**src/rtl/ttc_chanb_broadcast_tx_if.sv**
```systemverilog
// Broadcast command channel toward the TTC encoder: byte plus valid/ready handshake.
interface ttc_chanb_broadcast_tx_if;
    logic [7:0] brcst_data;
    logic       brcst_valid;
    logic       brcst_ready;

    modport master (output brcst_data, output brcst_valid, input brcst_ready);
    modport slave  (input brcst_data, input brcst_valid, output brcst_ready);
endinterface

```
**src/rtl/ttc_chanb_broadcast_tx.sv**
```systemverilog
// TTC Channel B broadcast transmitter: latched requests -> prioritised command bytes, 2-cycle request latency.
// Command held valid until encoder ready; MIN_GAP idle cycles are enforced after each accepted command.
module ttc_chanb_broadcast_tx #(
    parameter int MIN_GAP   = 44,
    parameter int CNT_WIDTH = 16
) (
    input  logic                       clk,
    input  logic                       reset,
    input  logic                       tx_enable_i,
    input  logic                       req_fill_type_i,
    input  logic [1:0]                 fill_type_i,
    input  logic                       req_ts_reset_i,
    input  logic                       req_evt_reset_i,
    ttc_chanb_broadcast_tx_if.master   tx_bus,
    output logic                       busy_o,
    output logic [2:0]                 pending_o,
    output logic [CNT_WIDTH-1:0]       sent_count_o,
    output logic [CNT_WIDTH-1:0]       coalesced_count_o,
    output logic [CNT_WIDTH-1:0]       rejected_count_o
);
    localparam int GW = (MIN_GAP > 1) ? $clog2(MIN_GAP) : 1;

    typedef enum logic [1:0] {IDLE, SEND, GAP} state_t;

    state_t               state_q, state_d;
    logic [GW-1:0]        gap_q, gap_d;
    logic [7:0]           data_q, data_d;
    logic [2:0]           pend_q, pend_d;
    logic [2:0]           set_c, clr_c;
    logic [1:0]           ft_q, ft_d;
    logic [1:0]           n_coal;
    logic                 fill_ok;
    logic [CNT_WIDTH-1:0] sent_q, sent_d;
    logic [CNT_WIDTH-1:0] coal_q, coal_d;
    logic [CNT_WIDTH-1:0] rej_q, rej_d;
    logic [CNT_WIDTH:0]   coal_sum;

    assign fill_ok = req_fill_type_i && (fill_type_i != 2'b00);

    always_comb begin
        state_d = state_q;
        gap_d   = gap_q;
        data_d  = data_q;
        sent_d  = sent_q;
        clr_c   = 3'b000;
        set_c   = {req_evt_reset_i, req_ts_reset_i, fill_ok};
        n_coal  = {1'b0, set_c[0] & pend_q[0]} + {1'b0, set_c[1] & pend_q[1]}
                + {1'b0, set_c[2] & pend_q[2]};

        case (state_q)
            IDLE: begin
                if (tx_enable_i && (|pend_q)) begin
                    state_d = SEND;
                    // a pending event-count reset rides along in bit 0 of whatever is loaded
                    if (pend_q[1]) begin
                        data_d = {7'b0010100, pend_q[2]};
                        clr_c  = 3'b110;
                    end else if (pend_q[0]) begin
                        data_d = {1'b1, ft_q, 3'b000, 1'b0, pend_q[2]};
                        clr_c  = 3'b101;
                    end else begin
                        data_d = 8'h01;
                        clr_c  = 3'b100;
                    end
                end
            end
            SEND: begin
                if (tx_bus.brcst_ready) begin
                    sent_d = sent_q + 1'b1;
                    if (MIN_GAP > 0) begin
                        state_d = GAP;
                        gap_d   = '0;
                    end else begin
                        state_d = IDLE;
                    end
                end
            end
            GAP: begin
                if (gap_q == GW'(MIN_GAP - 1)) state_d = IDLE;
                else                           gap_d   = gap_q + 1'b1;
            end
            default: state_d = IDLE;
        endcase

        // a set in the same cycle as the load-clear survives, giving a follow-up command
        pend_d   = (pend_q & ~clr_c) | set_c;
        ft_d     = fill_ok ? fill_type_i : ft_q;
        coal_sum = {1'b0, coal_q} + {{(CNT_WIDTH-1){1'b0}}, n_coal};
        coal_d   = coal_sum[CNT_WIDTH] ? '1 : coal_sum[CNT_WIDTH-1:0];
        rej_d    = rej_q;
        if (req_fill_type_i && (fill_type_i == 2'b00) && (rej_q != '1))
            rej_d = rej_q + 1'b1;
    end

    always_ff @(posedge clk) begin
        if (reset) begin
            state_q <= IDLE;
            gap_q   <= '0;
            data_q  <= 8'h00;
            pend_q  <= 3'b000;
            ft_q    <= 2'b01;
            sent_q  <= '0;
            coal_q  <= '0;
            rej_q   <= '0;
        end else begin
            state_q <= state_d;
            gap_q   <= gap_d;
            data_q  <= data_d;
            pend_q  <= pend_d;
            ft_q    <= ft_d;
            sent_q  <= sent_d;
            coal_q  <= coal_d;
            rej_q   <= rej_d;
        end
    end

    assign tx_bus.brcst_data  = data_q;
    assign tx_bus.brcst_valid = (state_q == SEND);
    assign busy_o             = (state_q != IDLE);
    assign pending_o          = pend_q;
    assign sent_count_o       = sent_q;
    assign coalesced_count_o  = coal_q;
    assign rejected_count_o   = rej_q;
endmodule
```
**src/flat_wrapper.sv**
```systemverilog
// flat-port wrapper written by rule: the top's interface ports become plain ports
module ttc_chanb_broadcast_tx_flat 
#(
    parameter int MIN_GAP   = 44,
    parameter int CNT_WIDTH = 16
)
  (clk, reset, tx_enable_i, req_fill_type_i, fill_type_i, req_ts_reset_i, req_evt_reset_i, busy_o, pending_o, sent_count_o, coalesced_count_o, rejected_count_o, tx_bus_brcst_data, tx_bus_brcst_valid, tx_bus_brcst_ready);
  ttc_chanb_broadcast_tx_if tx_bus_i ();
  input  logic clk;
  input  logic reset;
  input  logic tx_enable_i;
  input  logic req_fill_type_i;
  input  logic [1:0] fill_type_i;
  input  logic req_ts_reset_i;
  input  logic req_evt_reset_i;
  output logic busy_o;
  output logic [2:0] pending_o;
  output logic [CNT_WIDTH-1:0] sent_count_o;
  output logic [CNT_WIDTH-1:0] coalesced_count_o;
  output logic [CNT_WIDTH-1:0] rejected_count_o;
  output wire logic [$bits(tx_bus_i.brcst_data)-1:0] tx_bus_brcst_data;
  output wire logic [$bits(tx_bus_i.brcst_valid)-1:0] tx_bus_brcst_valid;
  input wire logic [$bits(tx_bus_i.brcst_ready)-1:0] tx_bus_brcst_ready;
  assign tx_bus_brcst_data = tx_bus_i.brcst_data;
  assign tx_bus_brcst_valid = tx_bus_i.brcst_valid;
  assign tx_bus_i.brcst_ready = tx_bus_brcst_ready;
  ttc_chanb_broadcast_tx #(.MIN_GAP(MIN_GAP), .CNT_WIDTH(CNT_WIDTH)) u_core (.clk(clk), .reset(reset), .tx_enable_i(tx_enable_i), .req_fill_type_i(req_fill_type_i), .fill_type_i(fill_type_i), .req_ts_reset_i(req_ts_reset_i), .req_evt_reset_i(req_evt_reset_i), .tx_bus(tx_bus_i), .busy_o(busy_o), .pending_o(pending_o), .sent_count_o(sent_count_o), .coalesced_count_o(coalesced_count_o), .rejected_count_o(rejected_count_o));
endmodule
```
**config.mk**
```make
export PLATFORM = sky130hd
export DESIGN_NAME = ttc_chanb_broadcast_tx_flat
export DESIGN_NICKNAME = d
export VERILOG_FILES = /design/src/rtl/ttc_chanb_broadcast_tx_if.sv /design/src/rtl/ttc_chanb_broadcast_tx.sv /design/src/flat_wrapper.sv
export SDC_FILE = /design/constraint.sdc
export NUM_CORES = 1
export LEC_CHECK = 0
export CAP_MARGIN = 10
export CELL_PAD_IN_SITES_DETAIL_PLACEMENT = 1
export CELL_PAD_IN_SITES_GLOBAL_PLACEMENT = 2
export CORE_UTILIZATION = 27
export DETAILED_ROUTE_END_ITERATION = 16
export GPL_ROUTABILITY_DRIVEN = 0
export PLACE_DENSITY_LB_ADDON = 0.12
export SLEW_MARGIN = 15
export SYNTH_ARGS = -nofsm -noshare
export SYNTH_HDL_FRONTEND = slang
export SYNTH_SLANG_ARGS = --single-unit
```
**constraint.sdc**
```tcl
create_clock -name clk -period 2.3 [get_ports clk]
set_input_delay 0.23 -clock clk [delete_from_list [all_inputs] [get_ports clk]]
set_output_delay 0.23 -clock clk [all_outputs]
set_load 0.01 [all_outputs]
```
==> impl_metrics.toml, run 1 <==
[grt]
grt.total_usage = 0.151
grt_pass1_wl_mm = 15.2
grt_overflow_total = 0
grt_antenna_before_repair = 0
grt_max_degree = 70
grt_pass1_vias = 3150

[final_layout]
n_fill_cell = 1342
num_antenna_cells = 0
multi_input_area_um2 = 1850
final_util = 0.404
layout_common_cells = "dfxtp_1 (64), clkdlybuf4s50_1 (63), nor2_1 (34), nand2_1 (34), a21oi_1 (32)"
final_common_cell = "dfxtp_1"
area_growth_pct = 45.7
layout.nets = 479
drive_above_1_share = 0.169
seq_area_um2 = 1320

[floorplan]
initial_core_util = 0.278
row_count = 39
core_area_um2 = 11500
die_h_um = 111
dieArea_um2 = 12200
ios = 70
die_w_um = 111

[clocking]
clk_pin_slew_worst_paths_ns = 0.06
cts_tree = "done"
postCtsHoldBufs = 0
cts_buffers = 9
clock_latency_ns = 0.33
clock_path_buffers = 2
cts_root_buf = "clkbuf_16"
htreeDepth = 3
cts_sinks = 66

[power_and_ir_drop]
power.total_w = 0.00308
vdd_drop_max_uv = 363
p_leak_nw = 1.69
p_per_area_nw_per_um2 = 665

[synth]
synth-adder-area-share = 0.0322
synth_xor_area_frac = 0.0550
synth_ff_type = "dfxtp_1"
synth_area_um2 = 3180
synthArstFlopShare = 0
synthCells = 371
synth.area.mux_share = 0.0417
synth_top_family_by_area = "simple AND/OR/NAND/NOR gates"
synth-compound-area-share = 0.137
ys_ff_latch = 66
synthDistinctLibCells = 55
avgSynthCellArea_um2 = 8.58
yosysWarnings = 0
synth-simple-area-share = 0.280
synth_edf_count = 0
yosysSeqAreaShare = 0.415

[routing]
num_vias = 3002
wirelength_mm = 8.81
wl_met2_mm = 4.21
first_pass_iters = 4
wl_met3_um = 280
ant_nets = 0
viasPerCell = 4.91
wire_per_inst_um = 14.4
wl_met1_mm = 4.24
drc = 0
drt_iter0_drc = 103
top_layer = "met4"

[timing]
hold_violations = 0
skew_ns = 0.00702
fin_tns_setup_ns = 0
tightest_slew_ns = 0.755
fin_crit_ns = 2.24
slew_violations = 0
postLayoutSetupSlackWorst_ns = 0.0633
relSlewSlack = 0.496
period_share = 0.972
rsz0062_at_grt = "yes"
holdWs_ns = 0.161
max_freq_mhz = 447
setup_viol = 0

[placed_design]
port_buffers = 66
place_hpwl_mm = 6.14
dp_slack_ns = -0.508

[setup_path]
arrival_ns = 2.41
slowest_delay_ns = 0.52
crit_type = "register to register"
ff2ff_setup_slack_ns = 0.06
cpMaxStageDelayCell = "fa_1"
crit_required_ns = 2.48
end_kind = "register"
start_kind = "register"
crit_chain = "and2_4 > fa_1 > ha_2 > fa_2 > nand3_4 > buf_6 > nor3_4 > xnor2_1 > a21oi_1"
crit_fanout = 4

[hold_path]
min_path_type = "input pin to register"

[run_status]
outcome = "completed"

[flow_run]
maxCapViolCount = 0
[state kept, by name (all words and copies together) (netlist names)]
name,count
u_core.coalesced_count_o,16
u_core.ft_q,2
u_core.gap_q,6
u_core.pending_o,3
u_core.rejected_count_o,16
u_core.sent_count_o,16
u_core.state_q,2
u_core.tx_bus.brcst_data,5
[cell type report]
class,count,share of cell area
multi-input cells,281,0.398
inverters,13,0.0105
flip-flops and latches,66,0.285
clock inverters,5,0.0270
clock buffers,11,0.0523
repair buffers,92,0.188
well taps,143,0.0386
[repair_timing]
action / CTS / global route
buffers inserted: 0 / 1
gates resized for setup: 11 / 12
pin swaps: 3 / 11
setup endpoints to repair: 16 / 16
[cell usage after synthesis (5+ instances only)]
library cell | instances | share of area
dfxtp_1 | 66 | 0.41
nor2_1 | 35 | 0.041
nand2_1 | 34 | 0.040
a21oi_1 | 33 | 0.052
nand3_1 | 16 | 0.025
xnor2_1 | 14 | 0.039
inv_1 | 12 | 0.014
nand4_1 | 12 | 0.024
nor3_1 | 12 | 0.019
nor4_1 | 11 | 0.022
mux2_2 | 10 | 0.035
nor2b_1 | 10 | 0.020
and3_1 | 8 | 0.016
o21ai_0 | 8 | 0.013
or3_1 | 7 | 0.014
clkbuf_1 | 6 | 0.0071
xor2_1 | 6 | 0.017
a31oi_1 | 5 | 0.0098
ha_1 | 5 | 0.020
[where the power goes]
group	internal, W	switching (W)	leakage, nW
clock	0.00120	0.000503	0.180
sequential	0.00117	0.0000192	0.534
combinational	0.0000975	0.000101	0.972
total	0.00246	0.000623	1.69
[kinds of logic (layout without fill, tap and decap cells)]
group	count (synthesis)	count (layout)
adder cells (fa/ha/maj)	7	7
buffers and inverters	26	121
AO/OA/AOI/OAI	70	70
multiplexers	12	12
XOR/XNOR	20	20
AND/OR/NAND/NOR	169	169
other	1	3
flip-flops	66	66
[critical path: cells and delay by family, from the launching register on]
kind                       cells  cell delay (ns)
DFF                            1             0.31
adders and majority gates      3             0.96
buffers and inverters          1             0.16
and+or+nand+nor                3             0.42
AOI/OAI and AO/OA              1             0.08
xor gates and xnor gates       1             0.16
[routing by layer]
layer,up-vias,GRT usage
met5,-,0
met4,0,0.0427
met3,7,0.0346
met2,47,0.247
met1,1435,0.198
li1,1513,-
[metrics by stage]
stage                     instances  instance area [µm²]
after floorplan                 373                 3200
after CTS                       610                 4580
after global placement          594                 4160
final                           611                 4640
after detailed placement        594                 4160
after global routing            611                 4640
[worst paths after layout]
kind | from | to | cells after the start
setup / recovery | u_core.pending_o[1]$_SDFF_PP0_ | u_core.coalesced_count_o[8]$_SDFF_PP0_ | 9
hold / removal | req_ts_reset_i | u_core.pending_o[1]$_SDFF_PP0_ | 3
setup reg to reg | u_core.pending_o[1]$_SDFF_PP0_ | u_core.coalesced_count_o[8]$_SDFF_PP0_ | 9
hold reg to reg | u_core.ft_q[1]$_SDFFE_PP0N_ | u_core.ft_q[1]$_SDFFE_PP0N_ | 2
(Power assumes the default switching activity.)
==> run 2, diff against run 1 <==
--- a/config.mk
+++ b/config.mk
@@ -5,10 +5,11 @@
 export SDC_FILE = /design/constraint.sdc
 export NUM_CORES = 1
 export LEC_CHECK = 0
+export ABC_AREA = 1
 export CAP_MARGIN = 10
 export CELL_PAD_IN_SITES_DETAIL_PLACEMENT = 1
 export CELL_PAD_IN_SITES_GLOBAL_PLACEMENT = 2
-export CORE_UTILIZATION = 27
+export CORE_UTILIZATION = 25
 export DETAILED_ROUTE_END_ITERATION = 16
 export GPL_ROUTABILITY_DRIVEN = 0
 export PLACE_DENSITY_LB_ADDON = 0.12
==> run 2 against run 1 <==
Sequential power about the same; setup slack got worse by 0.0046 ns; sequential share of layout area decreased by 0.68 points; largest cell class unchanged; highest routed layer unchanged.
==> impl_metrics.toml, run 2 <==
[setup_path]
crit_chain = "nand2_2 > inv_2 > fa_1 > ha_2 > fa_2 > nand3_4 > nor2_4 > nand4_4 > buf_6 > a21oi_1"
r2r_start = "u_core.pending_o[1]$_SDFF_PP0_"
crit_type = "register to register"
crit_fanout = 6
end_kind = "register"
r2r_cells = 10
start_kind = "register"
cp-startpoint = "u_core.pending_o[1]$_SDFF_PP0_"
rr_endpoint = "u_core.coalesced_count_o[2]$_SDFF_PP0_"
cpMaxStageDelayCell = "fa_1"
crit_required_ns = 2.57
endpoint = "u_core.coalesced_count_o[2]$_SDFF_PP0_"
ff2ff_setup_slack_ns = 0.06
arrival_ns = 2.51
slowest_delay_ns = 0.50

[grt]
grt_pass1_vias = 3471
grt_max_degree = 22
grt_antenna_before_repair = 0
grt_pass1_wl_mm = 17.1
grt.total_usage = 0.154
grt_overflow_total = 0

[power_and_ir_drop]
p_per_area_nw_per_um2 = 618
vdd_drop_max_uv = 303
p_leak_nw = 1.90

[routing]
drt_iter0_drc = 97
drc = 0
ant_nets = 0
num_vias = 3443
wirelength_mm = 10.3
first_pass_iters = 4
viasPerCell = 4.46
wire_per_inst_um = 13.4

[clocking]
clock_latency_ns = 0.34
cts_sinks = 66
cts_tree = "done"
cts_root_buf = "clkbuf_16"
htreeDepth = 3
clk_pin_slew_worst_paths_ns = 0.05
clock_path_buffers = 2
cts_buffers = 9

[timing]
max_freq_mhz = 446
setup_viol = 0
period_share = 0.974
skew_ns = 0.00554
postLayoutSetupSlackWorst_ns = 0.0587
rsz0062_at_grt = "yes"
fin_crit_ns = 2.24
slew_violations = 0
hold_violations = 0

[placed_design]
port_buffers = 66
place_hpwl_mm = 7.62
dp_slack_ns = -0.388
placedCellCount = 753

[hold_path]
min_path_type = "input pin to register"

[synth]
synthCells = 509
synth_ff_type = "dfxtp_1"
synth_most_common_cell = "nand2_1"
ys_top_cells_by_count = "nand2_1 (126), nor2_1 (76), dfxtp_1 (66), inv_1 (65)"
synth_area_um2 = 3440
synth_edf_count = 0
synth.top_cells.by_area = "dfxtp_1 (38%), nand2_1 (14%), nor2_1 (8.3%)"
yosysWarnings = 0
yosysTopAreaCellShare = 0.384
yosysSeqAreaShare = 0.384
synthDistinctLibCells = 34
synth_area_leader_cell = "dfxtp_1"
ys_ff_latch = 66
avgSynthCellArea_um2 = 6.76
synthArstFlopShare = 0

[floorplan]
dieArea_um2 = 14200
row_count = 42
die_h_um = 119
ios = 70
die_w_um = 119
initial_core_util = 0.258
core_area_um2 = 13300

[final_layout]
final_common_cell = "nand2_1"
drive_above_1_share = 0.101
layout.cells.non_filler = 772
num_antenna_cells = 0
n_fill_cell = 1707
layout_common_cells = "nand2_1 (124), nor2_1 (74), clkdlybuf4s50_1 (65)"
layout.nets = 608
area_growth_pct = 38.2

[run_status]
outcome = "completed"

[flow_run]
maxCapViolCount = 0
[run 2: per-stage QoR]
stage	setup TNS, ns	util	hold WS (ns)	area (µm²)	total power (W)
after global placement	-4.46	0.325	0.454	4340	0.00143
after floorplan	0	-	0.347	3450	0.00133
after global routing	-0.727	0.356	0.204	4750	0.00306
final	0	0.356	0.178	4750	0.00294
after detailed placement	-5.07	0.325	0.461	4340	0.00143
after CTS	0	0.350	0.477	4670	0.00299
[run 2: layout make-up]
cell class | instances | area, µm² | area share
clock buffers | 13 | 260 | 0.0548
clock inverters | 2 | 60.1 | 0.0126
inverters | 66 | 248 | 0.0521
multi-input cells | 367 | 1850 | 0.389
flip-flops and latches | 66 | 1320 | 0.279
well taps | 176 | 220 | 0.0464
repair buffers | 82 | 791 | 0.166
[run 2: cells by family after synthesis]
logic type | count (synthesis) | synth area share
other cells | 1 | 0.00109
buf+inv | 79 | 0.0968
fa+ha+maj | 7 | 0.0298
xor+xnor | 11 | 0.0280
simple gates | 284 | 0.367
compound gates | 61 | 0.0928
flops | 66 | 0.384
[run 2: report_power, final]
group / switching, W / total, W / internal [W] / leakage [nW]
clock network: 0.000525 / 0.00153 / 0.00100 / 0.156
logic: 0.000121 / 0.000220 / 0.0000995 / 1.21
registers: 0.0000212 / 0.00119 / 0.00117 / 0.534
total: 0.000667 / 0.00294 / 0.00227 / 1.90
[run 2: critical path: cells and delay by family (launching register included)]
kind / cells / cell delay, ns
buffers and inverters: 2 / 0.21
and+or+nand+nor: 4 / 0.57
AOI/OAI and AO/OA: 1 / 0.12
adders and majority gates: 3 / 0.94
DFF: 1 / 0.32
[run 2: timing repair]
| action | CTS | global route |
|---|---|---|
| gates cloned | 1 | 0 |
| setup endpoints to repair | 3 | 13 |
| hold buffers | 0 | 0 |
| buffers inserted | 0 | 3 |
| resized for setup | 1 | 19 |
| pin swaps | 0 | 9 |
[run 2: worst min-delay path by stage]
stage / startpoint / end / slack [ns] / depth (start not counted)
after floorplan: req_ts_reset_i / u_core.pending_o[1]$_SDFF_PP0_ / 0.35 / 2
after global placement: u_core.ft_q[0]$_SDFFE_PP1N_ / u_core.ft_q[0]$_SDFFE_PP1N_ / 0.45 / 2
after detailed placement: u_core.ft_q[0]$_SDFFE_PP1N_ / u_core.ft_q[0]$_SDFFE_PP1N_ / 0.46 / 2
after CTS: u_core.tx_bus.brcst_data[6]$_SDFFE_PP0P_ / u_core.tx_bus.brcst_data[6]$_SDFFE_PP0P_ / 0.48 / 2
after global routing: req_ts_reset_i / u_core.pending_o[1]$_SDFF_PP0_ / 0.20 / 3
final: req_ts_reset_i / u_core.pending_o[1]$_SDFF_PP0_ / 0.18 / 3
[run 2: metal layers]
layer | wire, µm | up-vias | global-route usage | part of all wire
li1 | - | 1784 | - | -
met1 | 4950 | 1598 | 0.192 | 0.48
met2 | 4850 | 48 | 0.252 | 0.47
met3 | 371 | 13 | 0.0412 | 0.036
met4 | 162 | 0 | 0.0617 | 0.016
met5 | 0 | - | 0 | 0
